[src/rtl/sc_lane_sched_pkg.sv]
// Shared types and helpers for the lane scheduler.
// Optional build macro used by this block: SC_LANE_SCHED_STAGGER_EN.
package sc_lane_sched_pkg;

    localparam int LEVEL_W = 2;

    typedef enum logic [1:0] {
        IDLE  = 2'd0,
        LOAD  = 2'd1,
        RUN   = 2'd2,
        PAUSE = 2'd3
    } state_t;

    // Shift period of one lane: base*(lane+1) saturated to cnt_w bits,
    // scaled down by the level, never below one clock.
    function automatic logic [63:0] sc_period(input int unsigned base,
                                              input int unsigned lane,
                                              input logic [LEVEL_W-1:0] lvl,
                                              input int unsigned cnt_w);
        logic [63:0] prod;
        logic [63:0] lim;
        logic [63:0] p;
        prod = 64'(base) * 64'(lane + 1);
        lim  = (64'd1 << cnt_w) - 64'd1;
        if (prod > lim) prod = lim;
        p = prod >> lvl;
        if (p == 64'd0) p = 64'd1;
        return p;
    endfunction

endpackage

[src/rtl/sc_lane_sched_tick.sv]
// One lane timer: counts down, strobes vel for one cycle on wrap.
// With SC_LANE_SCHED_STAGGER_EN defined the initial load is offset by the
// lane index so lanes do not fire their first shift together.
import sc_lane_sched_pkg::*;

module sc_lane_tick #(
    parameter int unsigned CNT_W    = 24,
    parameter int unsigned LANE_IDX = 0
) (
    input  logic             SC_REGDD_CLOCK,
    input  logic             SC_REGDD_RESET,
    input  logic             clr,
    input  logic             load,
    input  logic             run,
    input  logic [CNT_W-1:0] period,
    output logic             vel
);

    localparam logic [CNT_W-1:0] ONE = CNT_W'(1);

    logic [CNT_W-1:0] cnt;
    logic [CNT_W-1:0] load_val;

`ifdef SC_LANE_SCHED_STAGGER_EN
    // period >= 1, so the modulo is always below period and cannot underflow
    assign load_val = (period - ONE) - (CNT_W'(LANE_IDX) % period);
`else
    assign load_val = period - ONE;
`endif

    // Countdown with zero-detect; period is sampled only at load and wrap
    always_ff @(posedge SC_REGDD_CLOCK or posedge SC_REGDD_RESET) begin
        if (SC_REGDD_RESET) begin
            cnt <= '0;
            vel <= 1'b0;
        end else begin
            vel <= 1'b0;
            if (clr) begin
                cnt <= '0;
            end else if (load) begin
                cnt <= load_val;
            end else if (run) begin
                if (cnt == '0) begin
                    cnt <= period - ONE;
                    vel <= 1'b1;
                end else begin
                    cnt <= cnt - ONE;
                end
            end
        end
    end

endmodule

[src/rtl/sc_lane_sched.sv]
// Lane shift scheduler: one parallel-load cycle, then per-lane shift
// strobes at level-dependent rates, with pause/resume, reload and stop.
// Optional build macro: SC_LANE_SCHED_STAGGER_EN (staggered first shifts).
import sc_lane_sched_pkg::*;

module sc_lane_sched #(
    parameter int          LANES       = 4,
    parameter int unsigned CNT_W       = 24,
    parameter int unsigned PERIOD_BASE = 12500000
) (
    input  logic               SC_REGDD_CLOCK,
    input  logic               SC_REGDD_RESET,
    input  logic               start,
    input  logic               stop,
    input  logic               pause,
    input  logic               reload,
    input  logic [LEVEL_W-1:0] level,
    output logic [LANES-1:0]   load_shift,
    output logic [LANES-1:0]   vel,
    output logic               busy
);

    state_t state;
    logic   tick;
    logic   load;
    logic   clr;

    // Lane control: stop wins, reload and pause freeze the counters for the
    // cycle they are seen, and a PAUSE cycle with pause low already counts so
    // a lane parked at zero fires on the first RUN cycle after resume.
    always_comb begin
        clr  = stop;
        load = (state == LOAD) && !stop;
        tick = 1'b0;
        if (!stop) begin
            if (state == RUN)
                tick = !reload && !pause;
            else if (state == PAUSE)
                tick = !pause;
        end
    end

    // Sequencer with registered load_shift and busy
    always_ff @(posedge SC_REGDD_CLOCK or posedge SC_REGDD_RESET) begin
        if (SC_REGDD_RESET) begin
            state      <= IDLE;
            load_shift <= '0;
            busy       <= 1'b0;
        end else begin
            load_shift <= '0;
            if (stop) begin
                state <= IDLE;
                busy  <= 1'b0;
            end else begin
                case (state)
                    IDLE: begin
                        if (start) begin
                            state      <= LOAD;
                            load_shift <= '1;
                            busy       <= 1'b1;
                        end
                    end
                    LOAD: state <= RUN;
                    RUN: begin
                        if (reload) begin
                            state      <= LOAD;
                            load_shift <= '1;
                        end else if (pause) begin
                            state <= PAUSE;
                        end
                    end
                    PAUSE: begin
                        if (!pause) state <= RUN;
                    end
                    default: state <= IDLE;
                endcase
            end
        end
    end

    for (genvar i = 0; i < LANES; i++) begin : g_lane
        logic [CNT_W-1:0] period;
        assign period = CNT_W'(sc_period(PERIOD_BASE, i, level, CNT_W));

        sc_lane_tick #(
            .CNT_W    (CNT_W),
            .LANE_IDX (i)
        ) u_tick (
            .SC_REGDD_CLOCK (SC_REGDD_CLOCK),
            .SC_REGDD_RESET (SC_REGDD_RESET),
            .clr            (clr),
            .load           (load),
            .run            (tick),
            .period         (period),
            .vel            (vel[i])
        );
    end

endmodule

[config.mk]
export PLATFORM = sky130hd
export DESIGN_NAME = sc_lane_sched
export DESIGN_NICKNAME = d
export VERILOG_FILES = /design/src/rtl/sc_lane_sched_pkg.sv /design/src/rtl/sc_lane_sched_tick.sv /design/src/rtl/sc_lane_sched.sv
export SDC_FILE = /design/constraint.sdc
export NUM_CORES = 1
export LEC_CHECK = 0
export ABC_AREA = 1
export BUFFER_PORTS_ARGS = -buffer_cell sky130_fd_sc_hd__buf_2
export CAP_MARGIN = 20
export CORE_ASPECT_RATIO = 0.9
export CORE_UTILIZATION = 55
export DETAILED_ROUTE_END_ITERATION = 10
export GPL_TIMING_DRIVEN = 0
export PLACE_DENSITY = 0.74
export RECOVER_POWER = 50
export SYNTH_ARGS = -nofsm -noshare
export SYNTH_HDL_FRONTEND = slang
export SYNTH_SLANG_ARGS = --single-unit
export TNS_END_PERCENT = 20
[constraint.sdc]
create_clock -name SC_REGDD_CLOCK -period 8.4 [get_ports SC_REGDD_CLOCK]
set_input_delay 1.68 -clock SC_REGDD_CLOCK [delete_from_list [all_inputs] [get_ports SC_REGDD_CLOCK]]
set_output_delay 1.68 -clock SC_REGDD_CLOCK [all_outputs]
set_load 0.02 [all_outputs]
# Word-level counts from Yosys, hierarchy flattened
# Index checks and enable logic that the tools add are counted.
word_totals:
  regBits: 107
  input_bits: 8
  elab_cells: 92
  output_inout_bits: 9
classes:
  addsub: 6
  n_shift: 2
  eq_ne: 6
  n_reduce_logical: 17
  n_mux: 50
op_table:
  columns: ["op", "count"]
  rows:
  - ["24-bit 2-to-1 mux", 18]
  - ["24-bit by 1-bit subtractor with 24-bit output, second input constant", 6]
  - ["64-bit logical NOT", 2]
  - ["24-bit by 2-bit right shift with 64-bit output, first input constant", 2]
  - ["24-bit logical NOT", 4]
  - ["1-bit 2-to-1 mux", 22]
  - ["4-bit 2-to-1 mux", 3]
  - ["2-bit 2-to-1 mux", 5]
  - ["2-bit case mux with 4 select lines", 1]
  - ["4-bit case mux with 2 select lines", 1]
  - ["3-bit != test, second input constant", 2]
  - ["2-bit equality test, second input constant", 2]
  - ["4-bit != test, second input constant", 1]
  - ["2-bit nonzero test", 2]
  - ["1-bit logical NOT", 3]
  - ["3-bit AND reduction", 1]
  - ["3-bit nonzero test", 1]
  - ["2-bit by 1-bit equality test with 1-bit output, second input constant", 1]
  - ["1-bit logical AND", 2]
  - ["2-bit logical NOT", 1]
  - ["2-bit AND reduction", 1]

# Depth between registers and ports, before layout
logic_depth:
  ltp_word: 8
  ltp_mapped: 12
  ltp_nobuf: 12

# Cells and area by module
# Synthesis repeated with hierarchy kept, for this count alone.
hier_totals:
  cells_unflattened: 1630
  area_unflattened_um2: 10077.2
modules_own_cells:
  columns: ["module", "cells_each", "seq_area_each_um2", "n_inst", "area_per_inst_um2"]
  rows:
  - ["sc_lane_tick (g_lane[2].u_tick ...)", 406, 625.6, 2, 2491.1]
  - ["sc_lane_tick (g_lane[0].u_tick ...)", 387, 625.6, 2, 2407.3]
  - ["sc_lane_sched", 44, 100.1, 1, 280.3]

# Worst setup path after synthesis
# Ideal clock, no wire load.
synth_timing:
  kind: "input to register"
  startpoint: "input stop"
  endpoint: "register g_lane[1].u_tick.cnt[2]"
  t_required_ns: 8.317
  setup_time_ns: 0.083
  slack_ns: 5.536
  n_path_buf: 3
  arrival_time_ns: 2.781
  path_stages: 8
  cell_sequence: "buf_2 -> nor3_4 -> inv_2 -> buf_6 -> nand2_2 -> clkbuf_2 -> o21ai_0 -> o21ai_0"
synth_between:
  elab_chain_cells: 4
  word_cells_on_any_way: 6
  classes_between: "mux: 3; reduce/logical: 3"
synth_lines:
  columns: ["element", "line_no", "text"]
  rows:
  - ["from (decl)", "sc_lane_sched.sv:14", "input logic stop,"]
  - ["1-bit logical NOT", null, null]
  - ["1-bit logical AND", "sc_lane_sched.sv:33", "load = (state == LOAD) && !stop;"]
  - ["24-bit 2-to-1 mux", "sc_lane_sched_tick.sv:40", "end else if (load) begin"]
  - ["24-bit 2-to-1 mux", "sc_lane_sched_tick.sv:38", "if (clr) begin"]
  - ["to (signal assigned)", "sc_lane_sched_tick.sv:41", "cnt <= load_val;"]
  - ["to (signal assigned)", "sc_lane_sched_tick.sv:44", "cnt <= period - ONE;"]
  - ["to (signal assigned)", "sc_lane_sched_tick.sv:47", "cnt <= cnt - ONE;"]
  - ["to (decl)", "sc_lane_sched_tick.sv:21", "logic [CNT_W-1:0] cnt;"]
# Parallel ways exist; a longest one is shown, timed or not.
# A chain may end at the register's enable or synchronous reset.

# Worst setup path after layout
layout_timing:
  startpoint: "input stop"
  endpoint: "register g_lane[1].u_tick.cnt[11]"
# Same word-level chain as after synthesis.

==> impl_metrics.env <==
export IMPL_drive_above_1_share=0.0705
export IMPL_power_mw=2.93
export IMPL_syn_area_um2=6900
export IMPL_yosysWarningCount=0
export IMPL_cts_tree="done"
export IMPL_fillCellCount=1156
export IMPL_worstPathArrival_ns=3.76
export IMPL_drv_slew=49
export IMPL_rsz0062_at_grt="no"
export IMPL_grt_pass1_vias=6250
export IMPL_layout_nets=1076
export IMPL_overflow=0
export IMPL_dr_pass1_iters=6
export IMPL_die_y_um=108
export IMPL_viasPerCell=5.52
export IMPL_final_antenna_net_count=0
export IMPL_end_kind="flop"
export IMPL_synth_ff_type="dfrtp_1"
export IMPL_critPathRequiredTime_ns=8.70
export IMPL_r2r_cells=7
export IMPL_place_gp_congestion=0.915
export IMPL_grt_first_pass_wirelength_um=31300
export IMPL_cts_setup_buffers=0
export IMPL_max_clock_path_buffers=2
export IMPL_cts_buffers=9
export IMPL_max_slew_margin=-0.519
export IMPL_final_cell_mix="nand2_1, nor2_1, o21ai_0, dfrtp_1, inv_1"
export IMPL_power_density_nw_per_um2=391
export IMPL_hold_end="g_lane[2].u_tick.cnt[0]$_DFFE_PP0P_"
export IMPL_syn_nets=1051
export IMPL_synth_edf_count=0
export IMPL_setup_violations=0
export IMPL_cp_start_kind="input pin"
export IMPL_port_buffers=13
export IMPL_die_w_um=120
export IMPL_dr_total_vias=6761
export IMPL_async_reset_ff_frac=1.00
export IMPL_cts_sinks=104
export IMPL_synth_cells=1034
export IMPL_synth_cell_types=32
export IMPL_hpwl_um=13500
export IMPL_ys_seq_area_frac=0.377
export IMPL_violations="capacitance limit, slew limit"
export IMPL_hold_viol_final=0
export IMPL_p_leak_nw=3.91
export IMPL_start_util=0.569
export IMPL_clock_root_buffer="clkbuf_16"
export IMPL_min_period_over_period=0.412
export IMPL_hold_slack_ns=0.512
export IMPL_crit_fanout=10
export IMPL_core_um2=12100
export IMPL_hold_buffers=0
export IMPL_ys_seq_elements=104
export IMPL_fin_skew_ns=0.00863
export IMPL_drc_errors=0
export IMPL_fmax_ghz=0.289
export IMPL_drv_cap=1
export IMPL_ir_drop_mv=0.212
export IMPL_hold_path_depth=1
export IMPL_insertion_delay_ns=0.37
export IMPL_mostFrequentLayoutCell="nand2_1"
export IMPL_syn_area_per_cell_um2=6.67
export IMPL_wl_per_cell_um=15.5
export IMPL_die_area_um2=13000
export IMPL_min_path_type="reg -> reg"
export IMPL_first_iter_violations=647
export IMPL_hp_start="g_lane[2].u_tick.cnt[0]$_DFFE_PP0P_"
export IMPL_htree_levels=3
export IMPL_grt_antenna_before_repair=0
export IMPL_finalSetupTns_ns=0
export IMPL_cts_resized=0
export IMPL_grt_max_degree=57
export IMPL_fin_crit_ns=3.46
export IMPL_crit_type="in -> reg"
export IMPL_clk_pin_slew_worst_paths_ns=0.07
export IMPL_rrSetupSlack_ns=6.23
export IMPL_rr_startpoint="state[1]$_DFFE_PP0P_"
export IMPL_tightest_slew_ns=2.27
export IMPL_diodes=0
export IMPL_status="complete, but fails checks"
export IMPL_rows=38
export IMPL_area_growth_pct=8.60
export IMPL_ios=17
export IMPL_track_usage=0.315
export IMPL_r2r_end="g_lane[3].u_tick.cnt[8]$_DFFE_PP0P_"
export IMPL_routed_wl_um=19000
-- report_power, final --
group          total, mW  internal, mW  switching, mW  leakage, nW
clock              0.442         0.247          0.195        0.150
sequential         0.910         0.695          0.216         1.38
combinational       1.58         0.537           1.04         2.39
total               2.93          1.48           1.45         3.91
-- worst max-delay path by stage --
stage                              start                                    to  slack (ns)  depth (start not counted)
after CTS                           stop   g_lane[3].u_tick.cnt[8]$_DFFE_PP0P_        5.27                          8
after global routing                stop  g_lane[1].u_tick.cnt[11]$_DFFE_PP0P_        4.86                          8
after global placement    SC_REGDD_RESET  g_lane[2].u_tick.cnt[10]$_DFFE_PP0P_        2.67                          2
after floorplan           SC_REGDD_RESET                      busy$_DFFE_PP0P_        3.99                          1
final                               stop  g_lane[1].u_tick.cnt[11]$_DFFE_PP0P_        4.94                          8
after detailed placement            stop   g_lane[3].u_tick.cnt[8]$_DFFE_PP0P_        4.89                          8
-- cell families after synthesis --
group           synth area share
flops                      0.377
simple gates               0.344
xor+xnor                  0.0482
fa+ha+maj                 0.0163
buf+inv                   0.0956
compound gates             0.119
-- cells in the mapped netlist, types with 2 or more instances --
library cell	count	area share
nand2_1	296	0.16
nor2_1	163	0.089
o21ai_0	105	0.076
dfrtp_1	104	0.38
inv_1	104	0.057
nand3_1	56	0.041
a21oi_1	38	0.028
xor2_1	34	0.043
nand4_1	21	0.019
nor3_1	18	0.013
o21ai_1	14	0.010
buf_2	12	0.0087
buf_4	9	0.0098
clkbuf_1	9	0.0049
ha_1	9	0.016
buf_6	7	0.011
inv_2	5	0.0027
nor2_2	5	0.0045
xnor2_1	4	0.0051
nand2_2	3	0.0027
o22ai_1	3	0.0027
and2_1	2	0.0018
clkbuf_2	2	0.0015
nand3b_1	2	0.0022
nor4_1	2	0.0018
-- layer usage --
metal	track usage	part of all wire	up-vias
li1	-	-	3349
met3	0.0696	0.070	28
met1	0.435	0.46	3161
met2	0.496	0.45	223
met4	0.0929	0.015	0
met5	0	0	-
-- through the flow --
| step | area (µm²) | setup slack (ns) | utilization | instances |
|---|---|---|---|---|
| after floorplan | 6900 | 3.99 | - | 1034 |
| after global placement | 7160 | 2.67 | 0.591 | 1207 |
| after detailed placement | 7190 | 4.89 | 0.593 | 1208 |
| after CTS | 7490 | 5.27 | 0.618 | 1224 |
| after global routing | 7490 | 4.86 | 0.618 | 1224 |
| final | 7490 | 4.94 | 0.618 | 1224 |
-- registers in the layout (all words and copies together) (netlist names) --
register	flops
state	2
load_shift	1
g_lane.u_tick.vel	4
g_lane.u_tick.cnt	96
busy	1
-- worst max-delay path, cell delays in order --
cell,delay [ns]
clkbuf_1,0.50
nor3_4,0.20
nor2_2,0.24
nand2_2,0.13
inv_2,0.10
clkbuf_1,0.60
o21ai_0,0.20
nand2_1,0.10
-- layout make-up --
type | count | area, µm² | share of cell area
Clock inverter | 3 | 40.0 | 0.00534
Buffer | 39 | 249 | 0.0332
Sequential cell | 104 | 2600 | 0.347
Timing Repair Buffer | 14 | 92.6 | 0.0124
Tap cell | 160 | 200 | 0.0267
Inverter | 109 | 410 | 0.0548
Multi-Input combinational cell | 782 | 3640 | 0.485
Clock buffer | 13 | 260 | 0.0347
Power figures use the tool's default switching activity.
